### src/rtl/lc3_isdu.sv
// lc3_isdu: LC-3 instruction sequencing/decode Moore FSM.
// Control outputs are registered from the next state, so they change only with the state.
module lc3_isdu #(
  parameter int MEM_WAIT = 2,
  parameter int CNT_W    = 2
) (
  input  logic       Clk,
  input  logic       Reset,
  input  logic       Run,
  input  logic       Continue,
  input  logic [3:0] Opcode,
  input  logic       IR_5,
  input  logic       IR_11,
  input  logic       BEN,
  output logic       LD_MAR,
  output logic       LD_MDR,
  output logic       LD_IR,
  output logic       LD_BEN,
  output logic       LD_CC,
  output logic       LD_REG,
  output logic       LD_PC,
  output logic       LD_LED,
  output logic       GatePC,
  output logic       GateMDR,
  output logic       GateALU,
  output logic       GateMARMUX,
  output logic [1:0] PCMUX,
  output logic       DRMUX,
  output logic       SR1MUX,
  output logic       SR2MUX,
  output logic       ADDR1MUX,
  output logic [1:0] ADDR2MUX,
  output logic [1:0] ALUK,
  output logic       Mem_OE,
  output logic       Mem_WE
);
  typedef enum logic [4:0] {
    HALTED, S18, S33, S35, S32, S01, S05, S09, S00, S22, S12,
    S04, S21, S20, S06, S25, S27, S07, S23, S16, PAUSE1, PAUSE2
  } state_t;
  typedef struct packed {
    logic       ld_mar, ld_mdr, ld_ir, ld_ben, ld_cc, ld_reg, ld_pc, ld_led;
    logic       g_pc, g_mdr, g_alu, g_marmux;
    logic [1:0] pcmux;
    logic       drmux, sr1mux, sr2mux, addr1mux;
    logic [1:0] addr2mux, aluk;
    logic       oe, we;
  } ctl_t;
  state_t           r_state, w_next;
  logic [CNT_W-1:0] r_cnt;
  ctl_t             r_ctl;
  logic             w_wait, w_done;
  assign w_wait = r_state inside {S33, S25, S16};
  assign w_done = r_cnt == CNT_W'(MEM_WAIT - 1);
  always_comb begin
    w_next = r_state;
    case (r_state)
      HALTED: w_next = Run ? S18 : HALTED;
      S18:    w_next = S33;
      S33:    w_next = w_done ? S35 : S33;
      S35:    w_next = S32;
      S32:
        case (Opcode)
          4'b0001: w_next = S01;
          4'b0101: w_next = S05;
          4'b1001: w_next = S09;
          4'b0000: w_next = S00;
          4'b1100: w_next = S12;
          4'b0100: w_next = S04;
          4'b0110: w_next = S06;
          4'b0111: w_next = S07;
          4'b1101: w_next = PAUSE1;
          default: w_next = S18;
        endcase
      S00:    w_next = BEN ? S22 : S18;
      S04:    w_next = IR_11 ? S21 : S20;
      S06:    w_next = S25;
      S25:    w_next = w_done ? S27 : S25;
      S07:    w_next = S23;
      S23:    w_next = S16;
      S16:    w_next = w_done ? S18 : S16;
      PAUSE1: w_next = Continue ? PAUSE2 : PAUSE1;
      PAUSE2: w_next = Continue ? PAUSE2 : S18;
      S01, S05, S09, S22, S12, S21, S20, S27: w_next = S18;
      default: w_next = HALTED;
    endcase
  end
  function automatic ctl_t decode(input state_t s, input logic ir5);
    ctl_t c;
    c = '0;
    case (s)
      S18: begin c.ld_mar = 1'b1; c.g_pc = 1'b1; c.ld_pc = 1'b1; end
      S33: c.oe = 1'b1;
      S35: begin c.g_mdr = 1'b1; c.ld_ir = 1'b1; end
      S32: c.ld_ben = 1'b1;
      S01, S05: begin
        c.sr1mux = 1'b1; c.sr2mux = ir5; c.aluk = (s == S05) ? 2'b01 : 2'b00;
        c.g_alu = 1'b1; c.ld_reg = 1'b1; c.ld_cc = 1'b1;
      end
      S09: begin
        c.sr1mux = 1'b1; c.aluk = 2'b10; c.g_alu = 1'b1; c.ld_reg = 1'b1; c.ld_cc = 1'b1;
      end
      S22: begin c.addr2mux = 2'b10; c.pcmux = 2'b10; c.ld_pc = 1'b1; end
      S12, S20: begin c.sr1mux = 1'b1; c.addr1mux = 1'b1; c.pcmux = 2'b10; c.ld_pc = 1'b1; end
      S04: begin c.g_pc = 1'b1; c.drmux = 1'b1; c.ld_reg = 1'b1; end
      S21: begin c.addr2mux = 2'b11; c.pcmux = 2'b10; c.ld_pc = 1'b1; end
      S06, S07: begin
        c.sr1mux = 1'b1; c.addr1mux = 1'b1; c.addr2mux = 2'b01; c.g_marmux = 1'b1; c.ld_mar = 1'b1;
      end
      S25: begin c.oe = 1'b1; c.ld_mdr = 1'b1; end
      S27: begin c.g_mdr = 1'b1; c.ld_reg = 1'b1; c.ld_cc = 1'b1; end
      S23: begin c.aluk = 2'b11; c.g_alu = 1'b1; c.ld_mdr = 1'b1; end
      S16: c.we = 1'b1;
      PAUSE1: c.ld_led = 1'b1;
      default: c = '0;
    endcase
    return c;
  endfunction
  // wait counter is zero outside the memory states, so it is clear on every entry
  always_ff @(posedge Clk or posedge Reset) begin
    if (Reset) begin
      r_state <= HALTED;
      r_cnt   <= '0;
      r_ctl   <= '0;
    end else begin
      r_state <= w_next;
      r_cnt   <= (w_wait && !w_done) ? r_cnt + 1'b1 : '0;
      r_ctl   <= decode(w_next, IR_5);
    end
  end
  assign {LD_MAR, LD_MDR, LD_IR, LD_BEN, LD_CC, LD_REG, LD_PC, LD_LED,
          GatePC, GateMDR, GateALU, GateMARMUX, PCMUX, DRMUX, SR1MUX, SR2MUX,
          ADDR1MUX, ADDR2MUX, ALUK, Mem_OE, Mem_WE} = r_ctl;
endmodule

### config.mk
export PLATFORM = sky130hd
export DESIGN_NAME = lc3_isdu
export DESIGN_NICKNAME = d
export VERILOG_FILES = /design/src/rtl/lc3_isdu.sv
export SDC_FILE = /design/constraint.sdc
export NUM_CORES = 1
export LEC_CHECK = 0
export ABC_AREA = 1
export CAP_MARGIN = 25
export CORE_AREA = 2 2 79 81
export CTS_BUF_LIST = sky130_fd_sc_hd__clkbuf_8 sky130_fd_sc_hd__clkbuf_16
export DETAILED_ROUTE_END_ITERATION = 8
export DIE_AREA = 0 0 81 83
export PLACE_DENSITY = 0.5
export SETUP_SLACK_MARGIN = 0.5
export SYNTH_ARGS = -nofsm -noshare
export SYNTH_HDL_FRONTEND = slang
export SYNTH_SLANG_ARGS = --single-unit
### constraint.sdc
create_clock -name Clk -period 4.6 [get_ports Clk]
set_input_delay 1.38 -clock Clk [delete_from_list [all_inputs] [get_ports Clk]]
set_output_delay 1.38 -clock Clk [all_outputs]
set_load 0.1 [all_outputs]
# Word-level counts from Yosys, hierarchy flattened
# Memories as Yosys holds them, arrays and structs flattened.
# Cells that the tools add are included.
[classes]
add_sub_neg = 1
n_mux = 32
eq_ne = 41
n_reduce_logical = 19
[op_table]
columns = ["cell", "count"]
rows = [
  ["$eq 5x4->1 const B", 15],
  ["$pmux 5 s15", 1],
  ["$eq 5x5->1 const B", 11],
  ["$eq 5x3->1 const B", 8],
  ["$mux 1", 23],
  ["$eq 5x2->1 const B", 4],
  ["$reduce_or 4->1", 4],
  ["$mux 5", 3],
  ["$pmux 2 s3", 2],
  ["$reduce_or 2->1", 6],
  ["$eq 5x1->1 const B", 2],
  ["$reduce_or 5->1", 2],
  ["$reduce_or 8->1", 1],
  ["$reduce_or 7->1", 1],
  ["$logic_not 5->1", 1],
  ["$mux 2", 2],
  ["$mux 4", 1],
  ["$reduce_bool 3->1", 1],
  ["$reduce_or 3->1", 1],
  ["$add 2x1->2 const B", 1],
  ["$eq 2x1->1 const B", 1],
  ["$logic_and 1x1->1", 1],
  ["$logic_not 1->1", 1],
]
[word_totals]
out_inout_bits = 24
register_bits = 31
n_memories = 1
in_bits = 11
elab_cells = 117
mem_bits_ro = 80
[memory_table]
columns = ["memory", "depth", "width", "read_ports", "rd_clocked_by_memory_dff", "write_ports", "line", "rtl"]
rows = [
  ["(name not given)", 16, 5, 1, 0, 0, "63", "case (Opcode)"],
]

# Depth between registers and ports, before layout
# Gate-level depths: netlist (run 1).
[depth]
word_depth = 6
depth_mapped = 14
ltp_nobuf = 14

# Worst setup path before layout (run 1)
# No wires, ideal clock.
[synth_timing]
path_type = "input to register"
from = "in Opcode[1]"
to = "reg r_ctl, in the netlist LD_PC"
arrival_ps = 2524
setup_ps = 128
path_buffers = 0
slack_ps = 1948
cell_stages = 11
required_time_ps = 4472
cell_sequence = "inv_1 -> ha_1 -> nand2_1 -> a21oi_1 -> nor2_1 -> nor2_2 -> nand3_4 -> nand2_1 -> nor2_1 -> nor2_2 -> nand3_1"
[synth_between]
elab_chain_cells = 5
word_cells_on_any_way = 9
cone_classes = "eq/ne: 5; mux: 2; reduce/logical: 1; memory: 1"
[synth_lines]
columns = ["item", "line", "rtl"]
rows = [
  ["from (decl)", "11", "input logic [3:0] Opcode,"],
  ["$mem_v2 16x5 (*)", "--", ""],
  ["$pmux 5 s15 (*)", "57", "case (r_state)"],
  ["named net w_next[0]", "49", "state_t r_state, w_next;"],
  ["$eq 5x1->1 or $eq 5x4->1 (tied branches)", "91", "case (s)"],
  ["$reduce_or 5->1 (no source line) (*)", "--", ""],
  ["$mux 1 (*)", "91", ""],
  ["to (signal assigned)", "128", "r_ctl <= decode(w_next, IR_5);"],
  ["to (decl)", "51", "ctl_t r_ctl;"],
]
# Mark *: on every way through the listed nets, which the timed path passes. The rest lies on a longest branch.

# Worst setup path after layout (run 1)
[layout_timing]
from = "in Opcode[1]"
to = "reg r_ctl, in the netlist LD_REG"
[layout_between]
elab_chain_cells = 5
word_cells_on_any_way = 9
cone_classes = "eq/ne: 5; mux: 2; reduce/logical: 1; memory: 1"
[layout_lines]
columns = ["item", "line"]
rows = [
  ["$mem_v2 16x5 (*)", "--"],
  ["$pmux 5 s15 (*)", "57"],
  ["named net w_next[0]", "49"],
  ["$eq 5x3->1, or another cell as far along", "91"],
  ["$reduce_or 5->1 (no source line) (*)", "--"],
  ["$mux 1 (*)", "91"],
]
# Marks and branches as above.

==> impl_metrics.env, run 1 <==
export IMPL_status="finished, final reports clean"
export IMPL_cts_root_buffer="clkbuf_8"
export IMPL_synth_area_um2=1700
export IMPL_vias=1399
export IMPL_synth_async_reset_ratio_pct=100
export IMPL_slew_violations=0
export IMPL_critPathKind="in -> reg"
export IMPL_cts_setup_buffers=0
export IMPL_synth_largest_area_cell="dfrtp_1"
export IMPL_via_per_inst=4.27
export IMPL_power_total_mw=1.48
export IMPL_tns_ns=0
export IMPL_hold_buffers=0
export IMPL_syn_nets=231
export IMPL_ir_drop_uv=392
export IMPL_die_area_um2=6720
export IMPL_leakagePower_nw=1.23
export IMPL_cts_buffers_inserted=5
export IMPL_port_buffers=33
export IMPL_critPathRequiredTime_ns=4.76
export IMPL_start_util_pct=29.2
export IMPL_hold_viol=0
export IMPL_crit_top_cell="nand2_1"
export IMPL_yosys_top_cells_area="dfrtp_1 44%, nand2_1 12%, nand3_1 5.6%"
export IMPL_ys_ff_latch=30
export IMPL_path_cells="clkdlybuf4s50_1, inv_1, ha_1, nand2_1, a21oi_1, nor2_1, nor2_2, nand3_4, nand2_1, inv_1, nand2_1, nand3_1"
export IMPL_setup_viol=0
export IMPL_hold_slack_ns=0.439
export IMPL_seq_area_um2=751
export IMPL_min_from="r_cnt[0]"
export IMPL_synth_common_cells="56 x nand2_1, 30 x dfrtp_1, 25 x inv_1, 19 x nand3_1, 18 x nor2_1"
export IMPL_synth_most_common_cell="nand2_1"
export IMPL_fp_coreArea_um2=5820
export IMPL_finalClockSkew_ns=0.00813
export IMPL_pwr_density_cell_nw_per_um2=664
export IMPL_insertion_delay_ns=0.28
export IMPL_netlist_instances=213
export IMPL_crit_start="Opcode[1]"
export IMPL_cap_violations=0
export IMPL_first_pass_iters=5
export IMPL_avgRoutedWirePerCell_um=11.0
export IMPL_multi_input_area_um2=795
export IMPL_worst_pin_slew_ns=0.975
export IMPL_yosys_warnings=0
export IMPL_crit_path_start_kind="primary input"
export IMPL_cts_path_max_buffers=2
export IMPL_clkTransAtPathRegs_ns=0.07
export IMPL_first_global_vias=1364
export IMPL_rsz0062_at_grt="false"
export IMPL_gp_congestion=0.865
export IMPL_grt_pass1_wl_um=6350
export IMPL_area_delta_synth_final_pct=30.7
export IMPL_detail_route_antenna_nets=0
export IMPL_cts_sinks=30
export IMPL_wl_um=3620
export IMPL_drive_above_1_share_pct=18.6
export IMPL_period_minus_slack_ns=3.18
export IMPL_grt_overflow=0
export IMPL_fp_dieH_um=83
export IMPL_hpwl_um=2920
export IMPL_period_share_pct=69.0
export IMPL_cts_max_level=2
export IMPL_grt_max_degree=31
export IMPL_hold_path_class="reg -> reg"
export IMPL_grt_use_total_pct=12.1
export IMPL_crit_path_end_kind="flop"
export IMPL_drt_iter0_drc=68
export IMPL_cts_tree="built"
export IMPL_crit_fanout=7
export IMPL_ioPinCount=35
export IMPL_synth_top_area_share_pct=44.2
export IMPL_cp_slowest_stage_delay_ns=0.53
export IMPL_critPathSlowestCell="clkdlybuf4s50_1"
export IMPL_ctsResizeCount=0
export IMPL_die_x_um=81
export IMPL_synth_edff_count=0
export IMPL_ys_seq_area_share_pct=44.2
export IMPL_fmaxAchievable_mhz=315
export IMPL_ys_types=24
export IMPL_fillCellCount=623
export IMPL_nets=270
export IMPL_antenna_found_initial=0
export IMPL_drc_errors=0
export IMPL_rr_startpoint="r_cnt[1]"
export IMPL_slew_headroom_pct=34.8
export IMPL_antenna_cells=0
export IMPL_rows=28
export IMPL_syn_area_per_cell_um2=7.98
export IMPL_arrival_ns=3.33
export IMPL_ys_flop_type="dfrtp_1"
==> cell type report <==
type / count / area share (%)
Tap cell: 75 / 4.23
Timing Repair Buffer: 34 / 15.2
Multi-Input combinational cell: 145 / 35.8
Clock inverter: 3 / 1.80
Inverter: 36 / 6.08
Sequential cell: 30 / 33.8
Clock buffer: 5 / 3.10
==> metrics by stage <==
step	instance area, µm²	cells	setup slack (ns)	util [%]
after floorplan	1700	213	1.95	-
after global placement	2110	320	1.13	36.3
after detailed placement	2110	320	1.13	36.3
after CTS	2220	328	1.41	38.2
after global routing	2220	328	1.27	38.2
final	2220	328	1.42	38.2
==> path summary, 6_finish.rpt <==
check	slack (ns)	endpoint	depth (start not counted)
max	1.42	LD_REG	12
min	0.44	r_cnt[0]	1
max reg2reg	2.72	LD_REG	11
min reg2reg	0.44	r_cnt[0]	1
max in group asynchronous	2.85	r_cnt[1]	3
min in group asynchronous	1.47	LD_REG	3
==> layer usage <==
layer	share of wire (%)	vias up	GRT usage [%]
li1	-	740	-
met1	47	629	16.0
met2	49	28	19.2
met3	3.4	2	3.37
met4	0.64	0	3.24
met5	0	-	0
==> layout by cell type (no fill, tap or decap), types with 6 or more instances in the layout <==
master           Yosys  final
dfrtp_1             30     30
clkdlybuf4s50_1      0     33
nor2_2              10     10
nand2_2              6      6
nand3_1             19     19
ha_1                 7      7
inv_2               11     11
nand4_1              6      6
nand2_1             56     56
inv_1               25     25
nor2_1              18     18
==> report_power, final <==
part	internal [mW]	leakage, nW	switching [mW]
registers	0.328	0.409	0.0356
logic	0.210	0.761	0.646
clock network	0.159	0.0579	0.0969
total	0.697	1.23	0.779
==> kinds of logic after synthesis <==
group           count (synthesis)  share of synthesized area (%)
simple gates                  128                           37.7
buf+inv                        38                           9.06
flops                          30                           44.2
compound gates                  9                           3.68
fa+ha+maj                       7                           5.15
other cells                     1                          0.221
==> sequential cells by signal, indices dropped and copies added, names as in the netlist, 2 cells and up <==
| signal | count |
|---|---|
| ALUK | 2 |
| r_state | 5 |
| r_cnt | 2 |
| ADDR2MUX | 2 |
==> worst max-delay path, delay by kind of cell <==
kind | cells | cell delay [ns]
AND/OR/NAND/NOR | 7 | 0.81
buffers and inverters | 3 | 0.70
adder cells (fa/ha/maj) | 1 | 0.29
AO/OA/AOI/OAI | 1 | 0.15
Note: power is estimated with default switching activity, not from simulation.
==> run 2: changes to the inputs <==
==> constraint.sdc (replaced) <==
create_clock -name Clk -period 3.3 [get_ports Clk]
set_input_delay 0.99 -clock Clk [delete_from_list [all_inputs] [get_ports Clk]]
set_output_delay 0.99 -clock Clk [all_outputs]
set_load 0.1 [all_outputs]
==> run 2 against run 1 <==
Effect of this change:
- utilization decreased by 0.54 points
- register-to-register slack worse by 1.3 ns
- cell count stayed put
- critical path type unchanged
- critical endpoint is now SR1MUX
==> impl_metrics.env, run 2 (synthesis gave the netlist of run 1 again) <==
export IMPL_status="finished, final reports clean"
export IMPL_antenna_cells=0
export IMPL_cts_tree="built"
export IMPL_critPathRequiredTime_ns=3.46
export IMPL_crit_fanout=7
export IMPL_top_register="r_state"
export IMPL_die_x_um=81
export IMPL_setup_viol=0
export IMPL_gp_congestion=0.830
export IMPL_fp_dieH_um=83
export IMPL_post_place_ws_ns=0.187
export IMPL_post_route_util_pct=37.7
export IMPL_insertion_delay_ns=0.27
export IMPL_clkTransAtPathRegs_ns=0.06
export IMPL_grt_overflow=0
export IMPL_critPathKind="in -> reg"
export IMPL_hpwl_um=2890
export IMPL_start_util_pct=29.2
export IMPL_mostFrequentLayoutCells="54 x nand2_1, 30 x dfrtp_1, 25 x inv_1, 25 x buf_4, 19 x nand3_1"
export IMPL_pwr_density_cell_nw_per_um2=957
export IMPL_avgRoutedWirePerCell_um=11.1
export IMPL_grt_max_degree=31
export IMPL_min_from="r_cnt[0]"
export IMPL_cts_buffers_inserted=5
export IMPL_rr_startpoint="r_state[1]"
export IMPL_rsz0062_at_grt="false"
export IMPL_drt_iter0_drc=106
export IMPL_finalClockSkew_ns=0.00331
export IMPL_wl_met1_um=1760
export IMPL_vias=1396
export IMPL_largest_reg_flops=5
export IMPL_crit_path_start_kind="primary input"
export IMPL_nets=271
export IMPL_drive_above_1_share_pct=28.5
export IMPL_ir_drop_uv=571
export IMPL_power_total_mw=2.10
export IMPL_fp_coreArea_um2=5820
export IMPL_tns_ns=0
export IMPL_via_per_inst=4.26
export IMPL_grt_use_total_pct=12.0
export IMPL_wl_um=3650
export IMPL_hold_path_class="reg -> reg"
export IMPL_port_buffers=33
export IMPL_cts_max_level=2
export IMPL_fin_ws_ns=0.827
export IMPL_hold_viol=0
export IMPL_drc_errors=0
export IMPL_detail_route_antenna_nets=0
export IMPL_cts_path_max_buffers=2
export IMPL_cts_root_buffer="clkbuf_8"
export IMPL_top_layer_used="met4"
export IMPL_first_pass_iters=4
export IMPL_area_delta_synth_final_pct=28.9
export IMPL_crit_start="Opcode[2]"
export IMPL_cts_sinks=30
export IMPL_arrival_ns=2.64
export IMPL_dr_wl_met3_um=145
export IMPL_wl_met2_um=1720
export IMPL_fmaxAchievable_mhz=404
export IMPL_antenna_found_initial=0
export IMPL_period_minus_slack_ns=2.47
export IMPL_rows=28
export IMPL_first_global_vias=1408
export IMPL_slew_violations=0
export IMPL_die_area_um2=6720
export IMPL_layout_cells_most_common="nand2_1"
export IMPL_ioPinCount=35
export IMPL_leakagePower_nw=1.30
export IMPL_cap_violations=0
export IMPL_fillCellCount=652
export IMPL_period_share_pct=74.9
export IMPL_crit_path_end_kind="flop"
export IMPL_grt_pass1_wl_um=6330
-- run 2: changes by cell type in the layout (fill, tap and decap cells not counted), sizes merged --
| cell | before | now |
|---|---|---|
| clkdlybuf4s50 | 33 | 8 |
| dlymetal6s2s | 0 | 2 |
| clkbuf | 5 | 6 |
| buf | 1 | 25 |
| clkinv | 2 | 0 |
-- run 2: routing by layer --
layer | track usage, % | vias up
met3 | 2.83 | 5
met4 | 4.62 | 0
met2 | 18.8 | 26
met5 | 0 | -
met1 | 15.8 | 624
li1 | - | 741
-- run 2: per-stage QoR --
stage / hold slack [ns] / std cells / area, µm²
floorplan: 0.410 / 213 / 1700
global placement: 0.431 / 320 / 2050
detailed placement: 0.432 / 320 / 2050
CTS: 0.440 / 328 / 2180
global route: 0.453 / 328 / 2190
finish: 0.435 / 328 / 2190
-- run 2: repair_timing --
item,CTS,global route
setup buffers,1,0
hold buffers,0,0
pin swaps,1,3
endpoints found under the setup margin,1,16
gates resized for setup,1,4
-- run 2: worst paths after layout --
kind / endpoint / slack [ns] / cells after the start
worst max-delay path: SR1MUX / 0.83 / 13
worst min register to register: r_cnt[0] / 0.44 / 1
max in group asynchronous: GateMDR / 1.95 / 3
min in group asynchronous: LD_REG / 1.08 / 3
worst max register to register: LD_PC / 1.41 / 11
worst min-delay path: r_cnt[0] / 0.44 / 1
-- run 2: where the power goes --
group | leakage [nW] | internal, mW | switching, mW
Clock | 0.0573 | 0.241 | 0.131
Sequential | 0.409 | 0.457 | 0.0504
Combinational | 0.836 | 0.297 | 0.919
-- run 2: worst max-delay path, cell delays in order --
cell	delay, ns
clkdlybuf4s50_1	0.55
inv_1	0.11
nand2_1	0.09
nand3_1	0.07
nand3_1	0.10
nand2_1	0.09
nor2_4	0.12
buf_4	0.16
nor2_2	0.05
nand2_1	0.07
nand2_2	0.07
nor2_2	0.10
nand2_1	0.05
-- run 2: cell type report --
cell class | instances | area [µm²] | area share, %
Multi-Input combinational cell | 145 | 805 | 36.7
Timing Repair Buffer | 35 | 293 | 13.4
Sequential cell | 30 | 751 | 34.3
Clock inverter | 1 | 30.0 | 1.37
Clock buffer | 6 | 82.6 | 3.77
Tap cell | 75 | 93.8 | 4.29
Inverter | 36 | 135 | 6.17
